<file path="src/rtl/fetch_unit_if.sv">
// Fetch-unit bus bundle: instruction-memory req/ack channel plus the
// valid/ready instruction stream handed to the decoder.
interface fetch_unit_if #(
    parameter int ADDR_W  = 16,
    parameter int INSTR_W = 16
);
    logic               imem_req;
    logic [ADDR_W-1:0]  imem_addr;
    logic               imem_ack;
    logic [INSTR_W-1:0] imem_rdata;

    logic               inst_valid;
    logic [INSTR_W-1:0] inst_data;
    logic [ADDR_W-1:0]  inst_pc;
    logic               inst_ready;

    modport master (
        output imem_req, imem_addr,
        input  imem_ack, imem_rdata,
        output inst_valid, inst_data, inst_pc,
        input  inst_ready
    );

    modport slave (
        input  imem_req, imem_addr,
        output imem_ack, imem_rdata,
        input  inst_valid, inst_data, inst_pc,
        output inst_ready
    );
endinterface

</file>
<file path="src/rtl/fetch_unit.sv">
// Instruction-fetch front end: owns the fetch PC, issues req/ack fetches to
// instruction memory and buffers PC-tagged instructions in a prefetch FIFO.
module fetch_unit #(
    parameter int ADDR_W   = 16,
    parameter int INSTR_W  = 16,
    parameter int DEPTH    = 4,
    parameter int RESET_PC = 0,
    parameter int PC_STEP  = 2
) (
    input  logic                       clk,
    input  logic                       rst,
    fetch_unit_if.master               bus,
    input  logic                       redirect_valid,
    input  logic [ADDR_W-1:0]          redirect_addr,
    input  logic                       halt,
    output logic [ADDR_W-1:0]          fetch_pc,
    output logic [$clog2(DEPTH):0]     occupancy,
    output logic                       idle
);
    localparam int PTR_W = $clog2(DEPTH);
    localparam int CNT_W = PTR_W + 1;

    typedef enum logic [1:0] {S_IDLE, S_FETCH, S_DROP, S_HALTED} state_t;

    state_t             state;
    logic               req_q;
    logic               idle_q;
    logic [ADDR_W-1:0]  pc_q;
    logic [ADDR_W-1:0]  addr_q;

    logic [ADDR_W-1:0]  pc_mem   [DEPTH];
    logic [INSTR_W-1:0] data_mem [DEPTH];
    logic [PTR_W-1:0]   wr_ptr;
    logic [PTR_W-1:0]   rd_ptr;
    logic [CNT_W-1:0]   occ;

    logic               pop;
    logic               push;
    logic [CNT_W-1:0]   occ_next;
    logic [ADDR_W-1:0]  pc_next;
    logic               has_room;

    // NOTE: every always_comb output gets a value on every path first, so no latch is inferred.
    always_comb begin
        pop      = (occ != '0) && bus.inst_ready;
        push     = (state == S_FETCH) && bus.imem_ack && !redirect_valid;
        occ_next = occ;
        pc_next  = pc_q;
        if (redirect_valid) begin
            occ_next = '0;
            pc_next  = redirect_addr;
        end else begin
            occ_next = occ + CNT_W'(push) - CNT_W'(pop);
            if (push)
                pc_next = pc_q + ADDR_W'(PC_STEP);
        end
        has_room = occ_next < CNT_W'(DEPTH);
    end

    // NOTE: registered state uses non-blocking assignments so every flop samples pre-edge values.
    always_ff @(posedge clk or posedge rst) begin
        if (rst) begin
            state  <= S_IDLE;
            req_q  <= 1'b0;
            idle_q <= 1'b0;
            addr_q <= '0;
            pc_q   <= ADDR_W'(RESET_PC);
        end else begin
            pc_q <= pc_next;
            case (state)
                S_IDLE: begin
                    if (halt) begin
                        state  <= S_HALTED;
                        idle_q <= 1'b1;
                    end else if (has_room) begin
                        state  <= S_FETCH;
                        req_q  <= 1'b1;
                        addr_q <= pc_next;
                    end
                end
                S_FETCH: begin
                    // A redirect with the ack discards the data; occ_next is then 0 so has_room holds.
                    if (bus.imem_ack) begin
                        if (halt) begin
                            state  <= S_HALTED;
                            req_q  <= 1'b0;
                            idle_q <= 1'b1;
                        end else if (has_room) begin
                            addr_q <= pc_next;
                        end else begin
                            state <= S_IDLE;
                            req_q <= 1'b0;
                        end
                    end else if (redirect_valid) begin
                        state <= S_DROP;
                    end
                end
                S_DROP: begin
                    // Address stays on the abandoned fetch until memory acks it.
                    if (bus.imem_ack) begin
                        req_q <= 1'b0;
                        if (halt) begin
                            state  <= S_HALTED;
                            idle_q <= 1'b1;
                        end else begin
                            state <= S_IDLE;
                        end
                    end
                end
                S_HALTED: begin
                    if (!halt) begin
                        state  <= S_IDLE;
                        idle_q <= 1'b0;
                    end
                end
                default: state <= S_IDLE;
            endcase
        end
    end

    always_ff @(posedge clk or posedge rst) begin
        if (rst) begin
            wr_ptr <= '0;
            rd_ptr <= '0;
            occ    <= '0;
        end else if (redirect_valid) begin
            wr_ptr <= '0;
            rd_ptr <= '0;
            occ    <= '0;
        end else begin
            if (push)
                wr_ptr <= wr_ptr + PTR_W'(1);
            if (pop)
                rd_ptr <= rd_ptr + PTR_W'(1);
            occ <= occ_next;
        end
    end

    // NOTE: FIFO storage is not reset; empty entries are masked by inst_valid at the outputs.
    always_ff @(posedge clk) begin
        if (push) begin
            pc_mem[wr_ptr]   <= pc_q;
            data_mem[wr_ptr] <= bus.imem_rdata;
        end
    end

    assert property (@(posedge clk) disable iff (rst)
        !(push && !pop && occ == CNT_W'(DEPTH)));

    assign bus.imem_req   = req_q;
    assign bus.imem_addr  = addr_q;
    assign bus.inst_valid = (occ != '0);
    assign bus.inst_data  = (occ != '0) ? data_mem[rd_ptr] : '0;
    assign bus.inst_pc    = (occ != '0) ? pc_mem[rd_ptr] : '0;
    assign fetch_pc       = pc_q;
    assign occupancy      = occ;
    assign idle           = idle_q;
endmodule

</file>
<file path="src/flat_wrapper.sv">
// flat-port wrapper written by rule: the top's interface ports become plain ports
module fetch_unit_flat 
#(
    parameter int ADDR_W   = 16,
    parameter int INSTR_W  = 16,
    parameter int DEPTH    = 4,
    parameter int RESET_PC = 0,
    parameter int PC_STEP  = 2
)
  (clk, rst, redirect_valid, redirect_addr, halt, fetch_pc, occupancy, idle, bus_imem_req, bus_imem_addr, bus_imem_ack, bus_imem_rdata, bus_inst_valid, bus_inst_data, bus_inst_pc, bus_inst_ready);
  fetch_unit_if #(.ADDR_W(ADDR_W), .INSTR_W(INSTR_W)) bus_i ();
  input  logic clk;
  input  logic rst;
  input  logic redirect_valid;
  input  logic [ADDR_W-1:0] redirect_addr;
  input  logic halt;
  output logic [ADDR_W-1:0] fetch_pc;
  output logic [$clog2(DEPTH):0] occupancy;
  output logic idle;
  output wire logic [$bits(bus_i.imem_req)-1:0] bus_imem_req;
  output wire logic [$bits(bus_i.imem_addr)-1:0] bus_imem_addr;
  input wire logic [$bits(bus_i.imem_ack)-1:0] bus_imem_ack;
  input wire logic [$bits(bus_i.imem_rdata)-1:0] bus_imem_rdata;
  output wire logic [$bits(bus_i.inst_valid)-1:0] bus_inst_valid;
  output wire logic [$bits(bus_i.inst_data)-1:0] bus_inst_data;
  output wire logic [$bits(bus_i.inst_pc)-1:0] bus_inst_pc;
  input wire logic [$bits(bus_i.inst_ready)-1:0] bus_inst_ready;
  assign bus_imem_req = bus_i.imem_req;
  assign bus_imem_addr = bus_i.imem_addr;
  assign bus_i.imem_ack = bus_imem_ack;
  assign bus_i.imem_rdata = bus_imem_rdata;
  assign bus_inst_valid = bus_i.inst_valid;
  assign bus_inst_data = bus_i.inst_data;
  assign bus_inst_pc = bus_i.inst_pc;
  assign bus_i.inst_ready = bus_inst_ready;
  fetch_unit #(.ADDR_W(ADDR_W), .INSTR_W(INSTR_W), .DEPTH(DEPTH), .RESET_PC(RESET_PC), .PC_STEP(PC_STEP)) u_core (.clk(clk), .rst(rst), .bus(bus_i), .redirect_valid(redirect_valid), .redirect_addr(redirect_addr), .halt(halt), .fetch_pc(fetch_pc), .occupancy(occupancy), .idle(idle));
endmodule
</file>
<file path="config.mk">
export PLATFORM = sky130hd
export DESIGN_NAME = fetch_unit_flat
export DESIGN_NICKNAME = d
export VERILOG_FILES = /design/src/rtl/fetch_unit_if.sv /design/src/rtl/fetch_unit.sv /design/src/flat_wrapper.sv
export SDC_FILE = /design/constraint.sdc
export NUM_CORES = 1
export LEC_CHECK = 0
export BUFFER_PORTS_ARGS = -buffer_cell sky130_fd_sc_hd__clkbuf_2
export CAP_MARGIN = 0
export CORE_ASPECT_RATIO = 0.6
export CORE_MARGIN = 2
export CORE_UTILIZATION = 34
export CTS_BUF_LIST = sky130_fd_sc_hd__clkbuf_2 sky130_fd_sc_hd__clkbuf_4 sky130_fd_sc_hd__clkbuf_8
export DETAILED_ROUTE_END_ITERATION = 8
export GPL_TIMING_DRIVEN = 0
export HOLD_SLACK_MARGIN = 0.03
export PLACE_DENSITY = 0.56
export SLEW_MARGIN = 20
export SYNTH_ARGS = -nofsm -noshare
export SYNTH_HDL_FRONTEND = slang
export SYNTH_SLANG_ARGS = --single-unit
</file>
<file path="constraint.sdc">
create_clock -name clk -period 9.4 [get_ports clk]
set_input_delay 0.94 -clock clk [delete_from_list [all_inputs] [get_ports clk]]
set_output_delay 0.94 -clock clk [all_outputs]
set_load 0.05 [all_outputs]
</file>
Word level (Yosys, flattened, before mapping)
Memory sizes are Yosys's and may differ from the RTL's.
Cells that the tools add are included.
{ "totals": {"register_bits": 43, "mem_bits_rw": 128, "out_inout_bits": 70, "elab_cells": 81, "mem_count": 2} }
{ "memory_table": {"columns": ["name", "depth", "word_bits", "rd", "rd_clocked_by_memory_dff", "write_ports", "line_no", "source"], "rows": [
  ["u_core.data_mem", 4, 16, 1, 0, 1, "fetch_unit.sv:32", "logic [INSTR_W-1:0] data_mem [DEPTH];"],
  ["u_core.pc_mem", 4, 16, 1, 0, 1, "fetch_unit.sv:31", "logic [ADDR_W-1:0] pc_mem [DEPTH];"]
]} }
{ "classes": {"addsub": 5, "n_lt_le_gt_ge": 1, "n_eq_ne": 13, "muxes": 37, "reduce_logical": 15} }
{ "ops": {"columns": ["operator", "count"], "rows": [
  ["$mux W16", 7],
  ["$pmux W16 S2", 1],
  ["$mux W2", 13],
  ["$add A16 B2 Y16 const B", 1],
  ["$mux W1", 11],
  ["$ne A2 B2 Y1 const B", 4],
  ["$pmux W2 S4", 1],
  ["$mux W3", 2],
  ["$ne A3 B3 Y1 const B", 2],
  ["$pmux W1 S3", 2],
  ["$reduce_and A6 Y1", 1],
  ["$reduce_bool A2 Y1", 3],
  ["$reduce_bool A3 Y1", 2],
  ["$reduce_and A5 Y1", 1],
  ["$add A2 B1 Y2 const B", 2],
  ["$eq A2 B2 Y1 const B", 2],
  ["$ne A2 B1 Y1 const B", 2],
  ["$ne A4 B4 Y1 const B", 1],
  ["$reduce_and A2 Y1", 2],
  ["$add A3 B1 Y3", 1],
  ["$logic_and A1 B1 Y1", 3],
  ["$lt A3 B3 Y1 const B", 1],
  ["$ne A3 B2 Y1 const B", 1],
  ["$sub A3 B1 Y3", 1],
  ["other kinds (4)", 4]
]} }

Longest topological paths before layout
Gate-level depths: netlist (run 1).
{ "depth": {"ltp_word": 11, "ltp_mapped": 14, "depth_no_buf": 12} }

Worst setup path after synthesis (run 1)
Ideal clock, no wire load.
{ "synth_timing": {"path_type": "input port to flip-flop", "from": "input port redirect_valid", "to": "register u_core.addr_q[0] (netlist: u_core.bus.imem_addr[0])", "setup_time_ps": 125, "t_arrival_ps": 3444, "slack_ps": 5831, "cell_stages": 13, "n_path_buf": 5, "cell_sequence": "buf_2 buf_1 clkbuf_1 nor2_1 ha_1 inv_1 fa_1 xnor3_2 nor2_2 a2111o_1 buf_6 buf_12 mux2_4"} }
{ "synth_between": {"elab_chain_len": 10, "elab_cells_between_ends": 12} }
{ "synth_lines": {"columns": ["element", "line_no", "source"], "rows": [
  ["start: declaration", "flat_wrapper.sv:14", "input logic redirect_valid;"],
  ["$logic_not A1 Y1", "fetch_unit.sv:46", "push = (state == S_FETCH) && bus.imem_ack && !redirect_valid;"],
  ["$logic_and A1 B1 Y1", "fetch_unit.sv:46", null],
  ["$add A3 B1 Y3", "fetch_unit.sv:53", "occ_next = occ + CNT_W'(push) - CNT_W'(pop);"],
  ["$sub A3 B1 Y3", "fetch_unit.sv:53", null],
  ["$mux W3", "fetch_unit.sv:49", "if (redirect_valid) begin"],
  ["$lt A3 B3 Y1", "fetch_unit.sv:57", "has_room = occ_next < CNT_W'(DEPTH);"],
  ["$mux W16 (*)", "fetch_unit.sv:75, fetch_unit.sv:88", null],
  ["$mux W16 (*)", "fetch_unit.sv:84", "if (halt) begin"],
  ["$mux W16", "fetch_unit.sv:83", "if (bus.imem_ack) begin"],
  ["$pmux W16 S2 (*)", "fetch_unit.sv:70", "case (state)"],
  ["end signal: assignment", "fetch_unit.sv:78", "addr_q <= pc_next;"],
  ["end signal: assignment", "fetch_unit.sv:89", "addr_q <= pc_next;"],
  ["end: declaration", "fetch_unit.sv:29", "logic [ADDR_W-1:0] addr_q;"]
]} }
Mark *: on every way between the ends. The rest lies on a longest branch, timed or not. The select of a mux whose other input is x is not followed.
A chain may end at the register's enable or synchronous reset.

Worst setup path in the final report (run 1)
{ "layout_timing": {"from": "input port redirect_valid", "to": "register u_core.addr_q[13] (netlist: u_core.bus.imem_addr[13])"} }
The elaborated chain is that of the path after synthesis.

==> impl_metrics.tcl, run 1 <==
set metrics [dict create \
    status "completed" \
    worst_pin_slew_ns 0.728 \
    seqCellArea_um2 4920 \
    synth_compound_area_share_pct 2.31 \
    post_synth_inst_count 427 \
    crit_chain "clkbuf_2, buf_2, buf_1, clkbuf_1, nor2_1, ha_1, inv_1, fa_1, xnor3_2, nor2_2, a2111o_1, buf_6, buf_12, mux2i_1, o31ai_1" \
    postCtsHoldBufs 0 \
    drc 0 \
    grt_pass1_wl_mm 24.4 \
    vias 4070 \
    post-route-period-util_pct 40.0 \
    antenna_cells 0 \
    finalSetupViolations 0 \
    final_nets 610 \
    cp_data_required_time_ns 9.70 \
    max-clock-path-buffers 2 \
    power_leakage_uw 0.00324 \
    dieHeight_um 117 \
    core_region_area_um2 20900 \
    syn_area_per_cell_um2 16.9 \
    fillers 1932 \
    portBuffers 107 \
    antenna_found_initial 0 \
    cts.htree.levels 4 \
    synth-xor-area-share_pct 1.91 \
    ant_nets 0 \
    drt-initial-drc-count 200 \
    cts_tree "built" \
    synthMuxAreaShare_pct 14.5 \
    cts_resized 0 \
    synth.area.top_cells "edfxtp_1 (53%), dfrtp_1 (15%), mux4_2 (10%)" \
    hold_violations 0 \
    synth_cell_types 46 \
    final_cell_mix "edfxtp_1 (128), clkbuf_2 (107), dfrtp_1 (43), and2_1 (37), mux4_2 (32)" \
    fin_skew_ns 0.0137 \
    rrSetupSlack_ns 5.95 \
    max_freq_ghz 0.266 \
    report.final.slew_viol_count 0 \
    synth_top_family_by_area "multiplexers" \
    setup_tns_ns 0 \
    grt_use_total_pct 14.9 \
    start_util_pct 34.5 \
    crit_path_start_kind "primary input" \
    endpoint_kind "flip-flop" \
    hold_class "primary input to async pin" \
    busiest_layer "met2" \
    grtUsageMet2_pct 22.7 \
    die_w_um 192 \
    cap_violations 0 \
    gp_congestion 0.763 \
    rsz0062_at_grt "false" \
    grt_max_degree 25 \
    cts_root_buf "clkbuf_8" \
    cts_made_buffers 17 \
    cts.clk_slew.worst_paths_ns 0.09 \
    dr.pass1.iters 4 \
    wirelength_mm 15.9 \
    vdd_drop_max_v 0.000138 \
    cp.arrival_ns 4.06 \
    via_per_inst 4.79 \
    synth_fp_nets 479 \
    grt_use_met3_pct 3.82 \
    dpl.hpwl_mm 11.1 \
    yosys.area.top_type_share_pct 53.3 \
    synth_area_um2 7210 \
    gr-total-overflow 0 \
    insertion_delay_ns 0.44 \
    post_cts_buffers 0 \
    yosys.area_share.simple_pct 8.33 \
    yosysSeqAreaShare_pct 68.2 \
    dp_cells 818 \
    stdcell_count 850 \
    synthToLayoutAreaGrowth_pct 18.6 \
    drive_gt1_share_pct 37.1 \
    max_stage_delay_ns 0.48 \
    criticalPathCategory "primary input to flip-flop" \
    post-place-ws_ns 5.18 \
    multiInputGateArea_um2 2140 \
    power_density_nw_per_um2 292 \
    cp_num_buf_inv 7 \
    grt_pass1_vias 4309 \
    wl_per_cell_um 18.7 \
    met1_usage_pct 21.4 \
    synth_adder_area_share_pct 2.53 \
    die-area_um2 22400 \
    rows 41 \
    setup_slack_ns 5.64 \
    r2r_cells 13 \
    final_common_cell "edfxtp_1" \
    synth_largest_area_cell "edfxtp_1" \
    yosysWarnings 0 \
    cp_slowest_cell "buf_1" \
    crit_fanout 10 \
    cts.sinks 171 \
    r2r-start "u_core.occupancy[1]$_DFF_PP0_" \
    ys_ff_latch 171 \
    io_pins 108 \
    slew_headroom_pct 51.4 \
    layout_min_cycle_time_ns 3.76 \
    cp_top_family "buffers and inverters" \
    rr_endpoint "u_core.bus.imem_addr[2]$_DFFE_PP0P_" \
]
[power breakdown]
part | leakage [uW] | total (uW) | switching, uW | internal, uW
combinational | 0.00138 | 1060 | 720 | 341
sequential | 0.00167 | 966 | 65.6 | 900
clock | 0.000178 | 473 | 281 | 192
total | 0.00324 | 2500 | 1070 | 1430
[cell usage after synthesis (all sizes together)]
cell type and instances:
xor2 5, a2111o 1, and4 3, a21oi 6, or4 1, a211o 2, o211ai 1, nor3 2
o21a 1, or3 1, buf 10, nor2b 5, o31ai 2, o221ai 1, o21ai 8, inv 13
clkbuf 10, and2 41, mux2i 8, a211oi 1, and3 3, nand4 4, and4b 1, xnor3 1
dfrtp 43, edfxtp 128, nand2 19, nand3 6, mux4 32, a2bb2oi 1, xnor2 8, ha 13
nor2 21, a22oi 1, fa 1, mux2 20, nand2b 3
[kinds of logic after synthesis]
group           Yosys count
mux                      60
compound gates           25
fa+ha+maj                14
flops                   171
xor+xnor                 14
simple gates            110
buf+inv                  33
[state kept, by name (all words and copies together), names as in the netlist, 2 cells and up]
signal,count
u_core.data_mem,64
u_core.pc_mem,64
u_core.state,2
u_core.wr_ptr,2
u_core.fetch_pc,16
u_core.bus.imem_addr,16
u_core.occupancy,3
u_core.rd_ptr,2
[how the worst max path moves through the flow]
stage                         startpoint  cells after the start  slack [ns]                                    to
final                     redirect_valid                     15        5.64  u_core.bus.imem_addr[13]$_DFFE_PP0P_
after global routing      redirect_valid                     15        5.39  u_core.bus.imem_addr[13]$_DFFE_PP0P_
after CTS                 redirect_valid                     15        5.64  u_core.bus.imem_addr[13]$_DFFE_PP0P_
after detailed placement  redirect_valid                     15        5.18  u_core.bus.imem_addr[13]$_DFFE_PP0P_
after global placement    redirect_valid                     14        5.22   u_core.bus.imem_addr[0]$_DFFE_PP0P_
after floorplan           redirect_valid                     13        5.83   u_core.bus.imem_addr[0]$_DFFE_PP0P_
[routing by layer]
layer	vias up	wire length (um)
met3	11	987
met2	123	6990
li1	1866	-
met1	2070	7790
met4	0	106
met5	-	0
[worst register-to-register path, cell delays in order (launching register included)]
cell and delay [ns]:
dfrtp_1 0.44, or3_1 0.50, and2_1 0.25, ha_1 0.28, inv_1 0.05, ha_1 0.13, inv_1 0.05, fa_1 0.37
xnor3_2 0.25, nor2_2 0.06, a2111o_1 0.35, buf_6 0.16, buf_12 0.16, mux2_4 0.29
[area by class of cell]
type | instances | share of cell area, %
repair buffers | 112 | 7.43
clock buffers | 18 | 2.82
inverters | 13 | 0.571
well taps | 279 | 4.08
multi-input cells | 223 | 25.0
plain buffers | 20 | 1.29
flip-flops and latches | 171 | 57.5
clock inverters | 14 | 1.30
[metrics by stage]
| step | power, uW | hold WS (ns) | instance area, um^2 | util (%) |
|---|---|---|---|---|
| 5_1_grt | 2630 | 0.486 | 8550 | 40.9 |
| 3_5_place_dp | 2060 | 0.494 | 8200 | 39.2 |
| 3_3_place_gp | 2040 | 0.489 | 8100 | 38.7 |
| 6_report | 2500 | 0.482 | 8550 | 40.9 |
| 4_1_cts | 2530 | 0.468 | 8550 | 40.9 |
| 2_1_floorplan | 1790 | 0.543 | 7210 | - |
Power figures use the tool's default switching activity.
==> run 2, diff against run 1 <==
- clock period: 9.4 -> 3.5 ns (I/O delays scaled with it)
==> impl_metrics.tcl, run 2 (same netlist as run 1, synthesis figures left out) <==
set metrics [dict create \
    layout_min_cycle_time_ns 3.33 \
    setup_slack_ns 0.174 \
    rrSetupSlack_ns 0.17 \
    io_pins 108 \
    crit_end "u_core.bus.imem_addr[2]$_DFFE_PP0P_" \
    rows 41 \
    post-route-period-util_pct 95.0 \
    fillers 1928 \
    antenna_cells 0 \
    hold_violations 0 \
    report.final.slew_viol_count 0 \
    antenna_found_initial 0 \
    wirelength_mm 15.9 \
    vdd_drop_max_v 0.000370 \
    final_nets 611 \
    gp_congestion 0.763 \
    rsz0062_at_grt "false" \
    finalSetupViolations 0 \
    worst_pin_slew_ns 0.728 \
    ant_nets 0 \
    rr_endpoint "u_core.bus.imem_addr[2]$_DFFE_PP0P_" \
    critPathLaunch "u_core.occupancy[1]$_DFF_PP0_" \
    cts.htree.levels 4 \
    vias 4074 \
    r2r-start "u_core.occupancy[1]$_DFF_PP0_" \
    core_region_area_um2 20900 \
    dp_cells 818 \
    hold_class "primary input to flip-flop" \
    max-clock-path-buffers 2 \
    drive_gt1_share_pct 37.6 \
    crit_path_start_kind "flip-flop" \
    slew_headroom_pct 51.5 \
    final_common_cell "edfxtp_1" \
    cp.arrival_ns 3.65 \
    cts_tree "built" \
    top_regs "u_core.data_mem (64), u_core.pc_mem (64)" \
    cp_data_required_time_ns 3.82 \
    status "completed" \
    fin_skew_ns 0.0126 \
    crit_fanout 10 \
    multiInputGateArea_um2 2140 \
    finalPower_uw 6730 \
    drc 0 \
    wl_per_cell_um 18.7 \
    cts_made_buffers 17 \
    place_area_um2 8200 \
    power_leakage_uw 0.00324 \
    via_per_inst 4.79 \
    grt_pass1_vias 4303 \
    stdcell_area_um2 8570 \
    portBuffers 107 \
    dr.pass1.iters 4 \
    cap_violations 0 \
    synthToLayoutAreaGrowth_pct 18.9 \
    endpoint_kind "flip-flop" \
    cts_root_buf "clkbuf_8" \
    max_stage_delay_ns 0.45 \
    post_cts_buffers 0 \
    cts.sinks 171 \
    seqCellArea_um2 4920 \
    insertion_delay_ns 0.44 \
    grt_pass1_wl_mm 24.3 \
    dieHeight_um 117 \
    dpl.hpwl_mm 11.1 \
    die-area_um2 22400 \
    power_density_nw_per_um2 785 \
    grt_max_degree 25 \
    drt-initial-drc-count 216 \
    cp_slowest_cell "dfrtp_2" \
    crit_chain "or3_4, and2_4, ha_1, inv_1, ha_1, inv_1, fa_1, xnor3_2, nor2_2, a2111o_1, buf_6, buf_12, mux2_4" \
    finish.utilization_pct 41.0 \
    criticalPathCategory "flip-flop to flip-flop" \
    r2r_cells 13 \
    grt_use_total_pct 14.9 \
    post-place-ws_ns -0.135 \
    max_freq_ghz 0.301 \
    final_cell_mix "edfxtp_1 (128), clkbuf_2 (107), dfrtp_1 (42), and2_1 (36), mux4_2 (32)" \
    stdcell_count 851 \
    start_util_pct 34.5 \
    die_w_um 192 \
    gr-total-overflow 0 \
    cts.clk_slew.worst_paths_ns 0.10 \
]
run 2: repair_timing:
item                                    4_1_cts  5_1_grt
endpoints found under the setup margin        0        9
gates resized for setup                       0        3
endpoints found under the hold margin        19        0
hold buffers                                  1        0
run 2: worst min path at each step:
stage / from / to / cells after the start
2_1_floorplan: redirect_valid / u_core.occupancy[2]$_DFF_PP0_ / 1
3_3_place_gp: u_core.bus.imem_addr[13]$_DFFE_PP0P_ / u_core.bus.imem_addr[13]$_DFFE_PP0P_ / 2
3_5_place_dp: rst / u_core.bus.imem_addr[4]$_DFFE_PP0P_ / 2
4_1_cts: bus_imem_rdata[8] / u_core.data_mem[3][8]$_DFFE_PP_ / 1
5_1_grt: bus_imem_rdata[10] / u_core.data_mem[3][10]$_DFFE_PP_ / 1
6_report: bus_imem_rdata[8] / u_core.data_mem[3][8]$_DFFE_PP_ / 1
run 2: cell type report:
class	count	area share, %
clock inverter	14	1.30
timing repair buffer	113	7.53
sequential	171	57.4
multi-input combinational	223	25.0
buffer	20	1.28
inverter	13	0.569
tap	279	4.07
clock buffer	18	2.82
run 2: routing by layer:
metal	up-vias	share of wire, %	global-route usage, %
met5	-	0	0
met4	0	0.69	3.92
met3	11	6.2	3.82
met2	118	44	22.7
met1	2079	49	21.3
li1	1866	-	-
run 2: critical path: cells and delay by family, from the launching register on:
family | cells | cell delay (ns)
compound gates | 1 | 0.36
xor+xnor | 1 | 0.25
fa+ha+maj | 3 | 0.77
buf+inv | 4 | 0.41
flops | 1 | 0.45
mux | 1 | 0.29
simple gates | 3 | 0.68
run 2: power by group:
group / internal (uW) / switching (uW)
sequential: 2420 / 179
combinational: 926 / 1940
clock: 515 / 761
total: 3860 / 2870
run 2: through the flow:
step | setup TNS [ns] | hold slack (ns)
after floorplan | 0 | 0.428
final | 0 | 0.120
after global placement | -0.590 | 0.489
after CTS | 0 | 0.0898
after detailed placement | -1.10 | 0.376
after global routing | 0 | 0.0940
